**src/rtl/cla_arbiter.sv**
```systemverilog
// ---------------------------------------------------------------------------
// cla_arbiter
//
// Shares a single 32-bit carry-lookahead adder slice between two requesters
// and sequences it to add WORDS*32-bit operands, one 32-bit slice per cycle,
// with the inter-slice carry held in a register.
//
// Parameters
//   WORDS          number of 32-bit slices per operation (1..8)
//
// Ports
//   clk            rising-edge clock
//   rst            synchronous active-high reset
//   req0_valid     requester 0 has an operation
//   req0_ready     requester 0 operation accepted this cycle
//   req0_a/b       requester 0 operands (32*WORDS bits)
//   req0_cin       requester 0 carry-in
//   req0_sub       requester 0 subtract select (ADD_ARB_SUB_EN only)
//   req1_*         same set for requester 1
//   rsp_valid      result available
//   rsp_ready      consumer accepts result
//   rsp_id         requester the result belongs to
//   rsp_sum        result (modulo 2^(32*WORDS))
//   rsp_cout       carry-out of the top slice (no-borrow flag when subtracting)
//
// Build option
//   ADD_ARB_SUB_EN adds req0_sub/req1_sub; sub=1 computes a-b by inverting b
//                  slice by slice and forcing the first carry-in to 1.
// ---------------------------------------------------------------------------

// 32-bit two-level carry-lookahead adder: 4-bit groups with in-group
// lookahead, and group generate/propagate rippled across the 8 groups.
module Cla32Slice (
   input  logic [31:0] i_a,
   input  logic [31:0] i_b,
   input  logic        i_cin,
   output logic [31:0] o_sum,
   output logic        o_cout
);

   // Bit generate/propagate, group terms, then every bit carry expressed
   // directly from its group carry-in so no carry ripples inside a group.
   always_comb begin
      logic [31:0] w_g;
      logic [31:0] w_p;
      logic [31:0] w_c;
      logic [7:0]  w_gg;
      logic [7:0]  w_gp;
      logic [8:0]  w_gc;
      w_g   = i_a & i_b;
      w_p   = i_a ^ i_b;
      w_c   = '0;
      w_gg  = '0;
      w_gp  = '0;
      w_gc  = '0;
      w_gc[0] = i_cin;
      for (int j = 0; j < 8; j++) begin
         w_gp[j] = &w_p[4*j +: 4];
         w_gg[j] = w_g[4*j+3]
                 | (w_p[4*j+3] & w_g[4*j+2])
                 | (w_p[4*j+3] & w_p[4*j+2] & w_g[4*j+1])
                 | (w_p[4*j+3] & w_p[4*j+2] & w_p[4*j+1] & w_g[4*j]);
         w_gc[j+1] = w_gg[j] | (w_gp[j] & w_gc[j]);
         w_c[4*j]   = w_gc[j];
         w_c[4*j+1] = w_g[4*j] | (w_p[4*j] & w_gc[j]);
         w_c[4*j+2] = w_g[4*j+1]
                    | (w_p[4*j+1] & w_g[4*j])
                    | (w_p[4*j+1] & w_p[4*j] & w_gc[j]);
         w_c[4*j+3] = w_g[4*j+2]
                    | (w_p[4*j+2] & w_g[4*j+1])
                    | (w_p[4*j+2] & w_p[4*j+1] & w_g[4*j])
                    | (w_p[4*j+2] & w_p[4*j+1] & w_p[4*j] & w_gc[j]);
      end
      o_sum  = w_p ^ w_c;
      o_cout = w_gc[8];
   end

endmodule

module cla_arbiter #(
   parameter int WORDS = 2
) (
   input  logic                  clk,
   input  logic                  rst,
   input  logic                  req0_valid,
   output logic                  req0_ready,
   input  logic [32*WORDS-1:0]   req0_a,
   input  logic [32*WORDS-1:0]   req0_b,
   input  logic                  req0_cin,
`ifdef ADD_ARB_SUB_EN
   input  logic                  req0_sub,
`endif
   input  logic                  req1_valid,
   output logic                  req1_ready,
   input  logic [32*WORDS-1:0]   req1_a,
   input  logic [32*WORDS-1:0]   req1_b,
   input  logic                  req1_cin,
`ifdef ADD_ARB_SUB_EN
   input  logic                  req1_sub,
`endif
   output logic                  rsp_valid,
   input  logic                  rsp_ready,
   output logic                  rsp_id,
   output logic [32*WORDS-1:0]   rsp_sum,
   output logic                  rsp_cout
);

   localparam int W = 32 * WORDS;

   typedef enum logic [1:0] {IDLE, RUN, DONE} state_t;

   state_t         r_state;
   logic [3:0]     r_k;
   logic           r_carry;
   logic           r_lastGrant;
   logic [W-1:0]   r_a;
   logic [W-1:0]   r_b;
   logic           r_cin;
   logic           r_id;
   logic [W-1:0]   r_sum;
   logic           r_cout;
   logic           r_rspValid;
`ifdef ADD_ARB_SUB_EN
   logic           r_sub;
`endif

   logic           w_grant0;
   logic           w_grant1;
   logic [31:0]    w_aSlice;
   logic [31:0]    w_bSlice;
   logic           w_sliceCin;
   logic [31:0]    w_sliceSum;
   logic           w_sliceCout;

   // Round-robin: a lone requester always wins; on contention the one that
   // was not served last wins. r_lastGrant=1 therefore favours requester 0.
   assign w_grant0 = req0_valid & (~req1_valid | r_lastGrant);
   assign w_grant1 = req1_valid & (~req0_valid | ~r_lastGrant);

   // Ready only in IDLE, and held low while reset is applied so nothing can
   // be accepted in the reset cycle.
   assign req0_ready = ~rst & (r_state == IDLE) & w_grant0;
   assign req1_ready = ~rst & (r_state == IDLE) & w_grant1;

   // Select slice k of the captured operands; the first slice takes the
   // captured carry-in, later slices take the carry registered last cycle.
   // Subtraction inverts b and injects the +1 through the first carry-in.
   always_comb begin
      w_aSlice = '0;
      w_bSlice = '0;
      for (int i = 0; i < WORDS; i++) begin
         if (r_k == 4'(i)) begin
            w_aSlice = r_a[32*i +: 32];
            w_bSlice = r_b[32*i +: 32];
         end
      end
      w_sliceCin = (r_k == 4'd0) ? r_cin : r_carry;
`ifdef ADD_ARB_SUB_EN
      if (r_sub) begin
         w_bSlice = ~w_bSlice;
         if (r_k == 4'd0) begin
            w_sliceCin = 1'b1;
         end
      end
`endif
   end

   Cla32Slice uCla (
      .i_a    (w_aSlice),
      .i_b    (w_bSlice),
      .i_cin  (w_sliceCin),
      .o_sum  (w_sliceSum),
      .o_cout (w_sliceCout)
   );

   // Control FSM and all registered outputs. Reset at any point discards the
   // operation in flight; the response registers only change in RUN, so they
   // stay frozen for the whole of DONE regardless of backpressure.
   always_ff @(posedge clk) begin
      if (rst) begin
         r_state     <= IDLE;
         r_k         <= '0;
         r_carry     <= 1'b0;
         r_lastGrant <= 1'b1;
         r_a         <= '0;
         r_b         <= '0;
         r_cin       <= 1'b0;
         r_id        <= 1'b0;
         r_sum       <= '0;
         r_cout      <= 1'b0;
         r_rspValid  <= 1'b0;
`ifdef ADD_ARB_SUB_EN
         r_sub       <= 1'b0;
`endif
      end else begin
         case (r_state)
            IDLE: begin
               if (w_grant0 | w_grant1) begin
                  r_id    <= w_grant1;
                  r_a     <= w_grant1 ? req1_a   : req0_a;
                  r_b     <= w_grant1 ? req1_b   : req0_b;
                  r_cin   <= w_grant1 ? req1_cin : req0_cin;
`ifdef ADD_ARB_SUB_EN
                  r_sub   <= w_grant1 ? req1_sub : req0_sub;
`endif
                  r_k     <= '0;
                  r_state <= RUN;
               end
            end
            RUN: begin
               for (int i = 0; i < WORDS; i++) begin
                  if (r_k == 4'(i)) begin
                     r_sum[32*i +: 32] <= w_sliceSum;
                  end
               end
               r_carry <= w_sliceCout;
               r_k     <= r_k + 4'd1;
               if (r_k == 4'(WORDS - 1)) begin
                  r_cout     <= w_sliceCout;
                  r_rspValid <= 1'b1;
                  r_state    <= DONE;
               end
            end
            DONE: begin
               if (rsp_ready) begin
                  r_rspValid  <= 1'b0;
                  r_lastGrant <= r_id;
                  r_state     <= IDLE;
               end
            end
            default: begin
               r_state <= IDLE;
            end
         endcase
      end
   end

   assign rsp_valid = r_rspValid;
   assign rsp_id    = r_id;
   assign rsp_sum   = r_sum;
   assign rsp_cout  = r_cout;

endmodule
```
**config.mk**
```make
export PLATFORM = sky130hd
export DESIGN_NAME = cla_arbiter
export DESIGN_NICKNAME = d
export VERILOG_FILES = /design/src/rtl/cla_arbiter.sv
export SDC_FILE = /design/constraint.sdc
export NUM_CORES = 1
export LEC_CHECK = 0
export CELL_PAD_IN_SITES_DETAIL_PLACEMENT = 0
export CELL_PAD_IN_SITES_GLOBAL_PLACEMENT = 1
export CORE_UTILIZATION = 25
export CTS_BUF_LIST = sky130_fd_sc_hd__clkbuf_16
export CTS_CLUSTER_SIZE = 30
export DETAILED_ROUTE_END_ITERATION = 8
export HOLD_SLACK_MARGIN = 0.06
export PLACE_DENSITY = 0.62
export RECOVER_POWER = 25
export SLEW_MARGIN = 15
export SYNTH_ARGS = -nofsm -noshare
export SYNTH_HDL_FRONTEND = slang
export SYNTH_HIERARCHICAL = 1
export SYNTH_SLANG_ARGS = --single-unit
```
**constraint.sdc**
```tcl
create_clock -name clk -period 4.35 [get_ports clk]
set_input_delay 0.87 -clock clk [delete_from_list [all_inputs] [get_ports clk]]
set_output_delay 0.87 -clock clk [all_outputs]
set_load 0.01 [all_outputs]
```
* After elaboration in Yosys (flattened, before gate mapping)
Index checks and enable logic that the tools add are counted. W data, S select, Z words.
Cells by class: add/subtract/negate cells 1, equal/unequal tests 6, mux-type cells 17, bitwise operators 215, reductions and logical operators 19
Operators by type and width (count):
- $mux W32 | 4
- $mux W64 | 2
- $and A1 B1 Y1 | 125
- $or A1 B1 Y1 | 83
- $xor A32 B32 Y32 | 2
- $and A32 B32 Y32 | 1
- $reduce_and A4 Y1 | 8
- $reduce_and A2 Y1 | 5
- $pmux W4 S2 | 1
- $mux W2 | 3
- $pmux W2 S3 | 1
- $reduce_and A3 Y1 | 2
- $add A4 B1 Y4 const B | 1
- $eq A4 B1 Y1 const B | 1
- $logic_not A4 Y1 | 1
- $mux W1 | 4
- $mux W4 | 1
- $ne A2 B2 Y1 const B | 2
- $not A1 Y1 | 4
- $reduce_bool A2 Y1 | 2
- $eq A2 B1 Y1 const B | 1
- $eq A2 B2 Y1 const B | 1
- $logic_not A2 Y1 | 1
- $ne A2 B1 Y1 const B | 1
- $pmux W1 S2 | 1
Storage, ports and cells: flip-flop bits (word level) 204, bits of input ports 263, word-level logic and storage cells 270

* Depth between registers and ports, before layout
Gate-level depths: netlist of the first run.
depth after elaboration 24, gate-level depth with buffers 20, mapped depth without buffers 18

* By module
Netlist of the first run, hierarchy kept.
Modules (own cells, without submodules):
- cla_arbiter | times used 1, cells an instance 1122, area an instance 9591.7 µm², seq. area each 4083.9 µm²
- Cla32Slice | times used 1, cells an instance 157, area an instance 1337.5 µm², seq. area each 0.0 µm²

* Worst setup path after synthesis of the first run
Ideal clock, no wire load.
kind register -> register, from register r_k[1], to register r_sum[61] (netlist: rsp_sum[61]), data arrival time 3.743 ns, data required time 4.225 ns, setup slack 0.482 ns, stages on the path, launching flop included 21, buffers on the path 2, period minus slack after synthesis 3.868 ns, cells stage by stage dfxtp_1 inv_1 ha_1 nor3b_2 buf_2 buf_2 a22o_1 ha_1 a21oi_2 o21ai_2 a221oi_2 o211a_1 a211oi_2 a221o_2 nand3_1 nand2_1 a21o_1 fa_1 xor2_1 nand2b_1 mux2i_1
RTL lines:
- from (decl) | line 113 | logic [3:0] r_k;
- from (signal assigned) | line 217 | r_k <= r_k + 4'd1;
- $logic_not A4 Y1 | line 152 | if (r_k == 4'(i)) begin
- $mux W32 | line 152
- $mux W32 (*) | line 152
- named net w_aSlice[7] | line 129 | logic [31:0] w_aSlice;
- $xor A32 B32 Y32 | line 51 | w_p = i_a ^ i_b;
- $and A1 B1 Y1 (on tied branches) | line 60, 61, 62
- $or A1 B1 Y1, or another cell as far along | line 60 | | (w_p[4*j+3] & w_g[4*j+2])
- $or A1 B1 Y1 or $and A1 B1 Y1 (tied branches) | line 61, 62
- [... 8 more ...]
- $and A1 B1 Y1 (*) | line 63 | w_gc[j+1] = w_gg[j] | (w_gp[j] & w_gc[j]);
- $or A1 B1 Y1 (*) | line 63
- $and A1 B1 Y1 (*) | line 63
- $or A1 B1 Y1 (*) | line 63
- $and A1 B1 Y1 (*) | line 65 | w_c[4*j+1] = w_g[4*j] | (w_p[4*j] & w_gc[j]);
- $or A1 B1 Y1 (*) | line 65
- $xor A32 B32 Y32 (*) | line 74 | o_sum = w_p ^ w_c;
- named net w_sliceSum[29] | line 132 | logic [31:0] w_sliceSum;
- to (signal, indexed assignment) | line 213 | r_sum[32*i +: 32] <= w_sliceSum;
- to (decl) | line 120 | logic [W-1:0] r_sum;
Mark *: on every way through the listed nets, which the timed path passes. The rest lies on a longest branch. A chain may end at the register's enable or synchronous reset.

* Worst setup path in the final report of the first run
from register r_k[1], to register r_sum[60] (netlist: rsp_sum[60])
RTL lines:
- $logic_not A4 Y1 | line 152
- $mux W32 | line 152
- $mux W32 (*) | line 152
- named net w_bSlice[9] | line 130 | logic [31:0] w_bSlice;
- $and A32 B32 Y32 or $xor A32 B32 Y32 (tied branches) | line 50, 51
- $and A1 B1 Y1 (on tied branches) | line 61, 62
- $or A1 B1 Y1 or $and A1 B1 Y1 (tied branches) | line 61, 62
- $or A1 B1 Y1 | line 62 | | (w_p[4*j+3] & w_p[4*j+2] & w_p[4*j+1] & w_g[4*j]);
- [... 3 more ...]
- $and A1 B1 Y1 (*) | line 63
- $or A1 B1 Y1 (*) | line 63
- $and A1 B1 Y1 (*) | line 63
- $or A1 B1 Y1 (*) | line 63
- $and A1 B1 Y1 (*) | line 63
- $or A1 B1 Y1 (*) | line 63
- $xor A32 B32 Y32 (*) | line 74
- named net w_sliceSum[28] | line 132
Marks and branches as above.

==> run_results.csv, run 1 <==
group,metric,value,unit
outcome,outcome,"finished, violations left",
outcome,violations,"capacitance limit, slew limit",
yosys,async_flop_share,0,%
hold_path,hold_class,"flip-flop to flip-flop",
floorplan,start_util,25.4,%
layout,syn2layout_area_growth,43.8,%
cts,cts_tree,"yes",
timing,maxSlewHeadroom,-135,%
place,dpl.hpwl,31600,um
place,port_buffers,331,
routing,vias,10756,
pwr,irDropWorstVdd,233,uV
timing,clock_skew,10.9,ps
layout,utilization,36.5,%
place,post_dp_cell_area,14700,um2
layout,final_nets,1855,
cts,cts_hold_buffers,0,
yosys,syn_nets,1585,
routing,drtPass1Iterations,5,
pwr,p_leak,6.43,nW
routing,final_antenna_net_count,0,
critical_path,r2r-end,"rsp_sum[60]$_SDFFE_PP0P_",
timing,fmax,241,MHz
pwr,powerDensity,393,nW/um2
global_route,grt_max_degree,204,
place,dp_slack,118,ps
floorplan,ios,332,
cts,cts_inserted_buffers,26,
floorplan,die_x,211,um
hold_path,hold_depth,2,
yosys,syn_avg_cell_area,8.55,um2
critical_path,arrival,4600,ps
global_route,track_usage,19.1,%
critical_path,path_max_fanout,9,
timing,final_hold_viol_count,0,
layout,regArea,4090,um2
cts,cts_max_level,1,
floorplan,dieArea,44600,um2
cts,cts-root-buf,"clkbuf_16",
yosys,synth-seq-area-share,37.4,%
global_route,grt_pass1_vias,10542,
critical_path,cp.required,4800,ps
hold_path,holdPathEnd,"rsp_valid$_SDFFE_PP0P_",
routing,route.detailed.drc,0,
cts,clock_path_buffers,3,
hold_path,min_from,"rsp_valid$_SDFFE_PP0P_",
timing,period_needed,4150,ps
critical_path,worst-r2r-setup-slack,200,ps
yosys,ys.flop_type,"dfxtp_1",
place,gp_congestion,0.813,
layout,multiInputGateArea,6320,um2
yosys,netlist_area,10900,um2
layout,drive_above_1_share,6.56,%
yosys,synth-edff-count,0,
critical_path,start_kind,"flip-flop",
layout,stdcell_count,2159,
place,dp.cells,2098,
timing,layout_setup_ws,199,ps
routing,wirelength,44500,um
critical_path,regToRegStartpoint,"r_k[1]$_SDFFE_PP0P_",
routing,drt-vias-per-instance,4.98,
floorplan,core_area,43100,um2
critical_path,crit_start,"r_k[1]$_SDFFE_PP0P_",
timing,finalCritPeriodShare,95.4,%
timing,hold_slack,459,ps
floorplan,rows,76,
critical_path,reg2reg_depth,19,
routing,wl_per_cell,20.6,um
cts,clk-insertion-delay-late,540,ps
layout,fillers,4448,
timing,rsz0062_at_grt,"true",
global_route,grt-ovfl-total,0,
routing,drt_iter0_drc,724,
run,drv_cap,1,
pwr,total_power,6.18,mW
global_route,antenna_found_initial,5,
yosys,ys_types,55,
timing,tightest_slew,3520,ps
cts,clkTransAtPathRegs,60,ps
yosys,postSynthCellCount,1279,
timing,finalSetupViolations,0,
timing,slew_viol_final,204,
critical_path,crit_type,"flip-flop to flip-flop",
global_route,grt_pass1_wl,65200,um
timing,fin_setup_tns,0,ps
yosys,ys_ff_latch,204,
critical_path,worst_setup_path_end_kind,"flip-flop",
layout,finalInstanceArea,15700,um2
cts,cts.sinks,204,
floorplan,die_h,211,um
yosys,yosysWarningCount,6,
[synthesized netlist by cell type, types with 2 or more instances]
master,n,area [um2]
or2_1,2,12.5
nand2_1,276,1040
o21a_1,2,15.0
a22o_1,64,561
mux2i_1,66,661
o21ai_0,8,40.0
xnor2_1,11,96.3
o211ai_1,4,30.0
nand3_1,6,30.0
clkbuf_1,36,135
a311oi_1,129,1130
o21ai_1,2,10.0
buf_2,74,370
a21oi_1,148,741
nor3_1,3,15.0
inv_1,13,48.8
fa_1,8,160
nor2b_1,7,43.8
xor2_1,14,123
buf_6,3,33.8
nand2b_1,102,638
a21oi_2,2,17.5
a21o_1,7,52.6
dfxtp_1,204,4080
a21o_2,2,17.5
nor2_2,2,12.5
nor2_1,14,52.6
ha_1,35,438
a211oi_2,3,37.5
or3_1,2,12.5
buf_4,6,45.0
[cell type report]
| type | instances | share of cell area, % |
|---|---|---|
| Multi-Input combinational cell | 943 | 40.2 |
| Antenna cell | 5 | 0.0796 |
| Sequential cell | 204 | 26.0 |
| Inverter | 13 | 0.310 |
| Timing Repair Buffer | 361 | 23.3 |
| Tap cell | 585 | 4.66 |
| Clock buffer | 27 | 4.30 |
| Clock inverter | 21 | 1.13 |
[routing by layer]
| layer | global-route usage [%] | share of wire, % |
|---|---|---|
| met4 | 4.47 | 1.9 |
| met1 | 27.7 | 48 |
| met5 | 0 | 0 |
| met2 | 29.3 | 44 |
| met3 | 3.14 | 5.5 |
[registers in the layout, summed over array words and instances (netlist names)]
register,count
r_carry,1
r_b,64
rsp_cout,1
r_cin,1
rsp_sum,64
r_k,4
r_a,64
r_state,2
rsp_valid,1
r_lastGrant,1
rsp_id,1
[report_power, final]
part	leakage [nW]	internal [mW]	switching (mW)
sequential	1.68	2.08	0.174
combinational	4.32	0.832	0.929
clock	0.424	1.30	0.871
total	6.43	4.20	1.97
[layout by cell type (no fill, tap or decap), types with 11 or more instances in the layout]
cell type	n
a22o_1	62
buf_4	19
xor2_1	14
ha_1	32
a311oi_1	129
mux2i_1	66
clkdlybuf4s50_1	269
nor2_1	13
a21oi_1	147
xnor2_1	11
clkbuf_16	29
inv_1	17
nand2_1	276
dlygate4sd3_1	61
dfxtp_1	202
nand2b_1	102
[worst max-delay path, stage by stage, from the launching register on]
cell and delay, ps:
dfxtp_2 350, inv_1 60, ha_2 190, nor4b_4 380
buf_4 210, clkbuf_16 160, a22o_1 190, ha_4 230
nand4_1 120, inv_1 70, a221oi_2 300, o211a_1 250
a211oi_4 70, a221o_2 400, nand3_1 90, nand2_1 80
a21o_1 200, fa_2 510, nand2b_1 70, mux2i_1 130
[cells by family after synthesis]
family,share of synthesized area [%]
AO/OA/AOI/OAI,25.6
flip-flops,37.4
buffers and inverters,5.79
XOR/XNOR,2.00
adder cells (fa/ha/maj),5.47
multiplexers,6.15
AND/OR/NAND/NOR,17.6
[worst max-delay path by stage]
| stage | end | depth (start not counted) |
|---|---|---|
| final | rsp_sum[60]$_SDFFE_PP0P_ | 19 |
| after global routing | rsp_sum[61]$_SDFFE_PP0P_ | 20 |
| after CTS | rsp_sum[61]$_SDFFE_PP0P_ | 19 |
| after detailed placement | rsp_sum[61]$_SDFFE_PP0P_ | 19 |
| after global placement | rsp_sum[61]$_SDFFE_PP0P_ | 19 |
| after floorplan | rsp_sum[61]$_SDFFE_PP0P_ | 20 |
[repair_timing]
item	in CTS	in global routing
endpoints found under the setup margin	0	6
gates resized for setup	0	13
setup buffers	0	5
Note: power is estimated with default switching activity, not from simulation.
==> run 2, diff against run 1 <==
- SETUP_SLACK_MARGIN: default -> 0.02
- SLEW_MARGIN: 15 -> default
==> results of run 2 <==
Final layout, timing and power as in run 1 (identical DEF).
==> run 3, diff against run 2 <==
- GPL_ROUTABILITY_DRIVEN: default -> 0
- SLEW_MARGIN: default -> 20
==> results of run 3 <==
Final layout, timing and power as in run 1 (identical DEF).
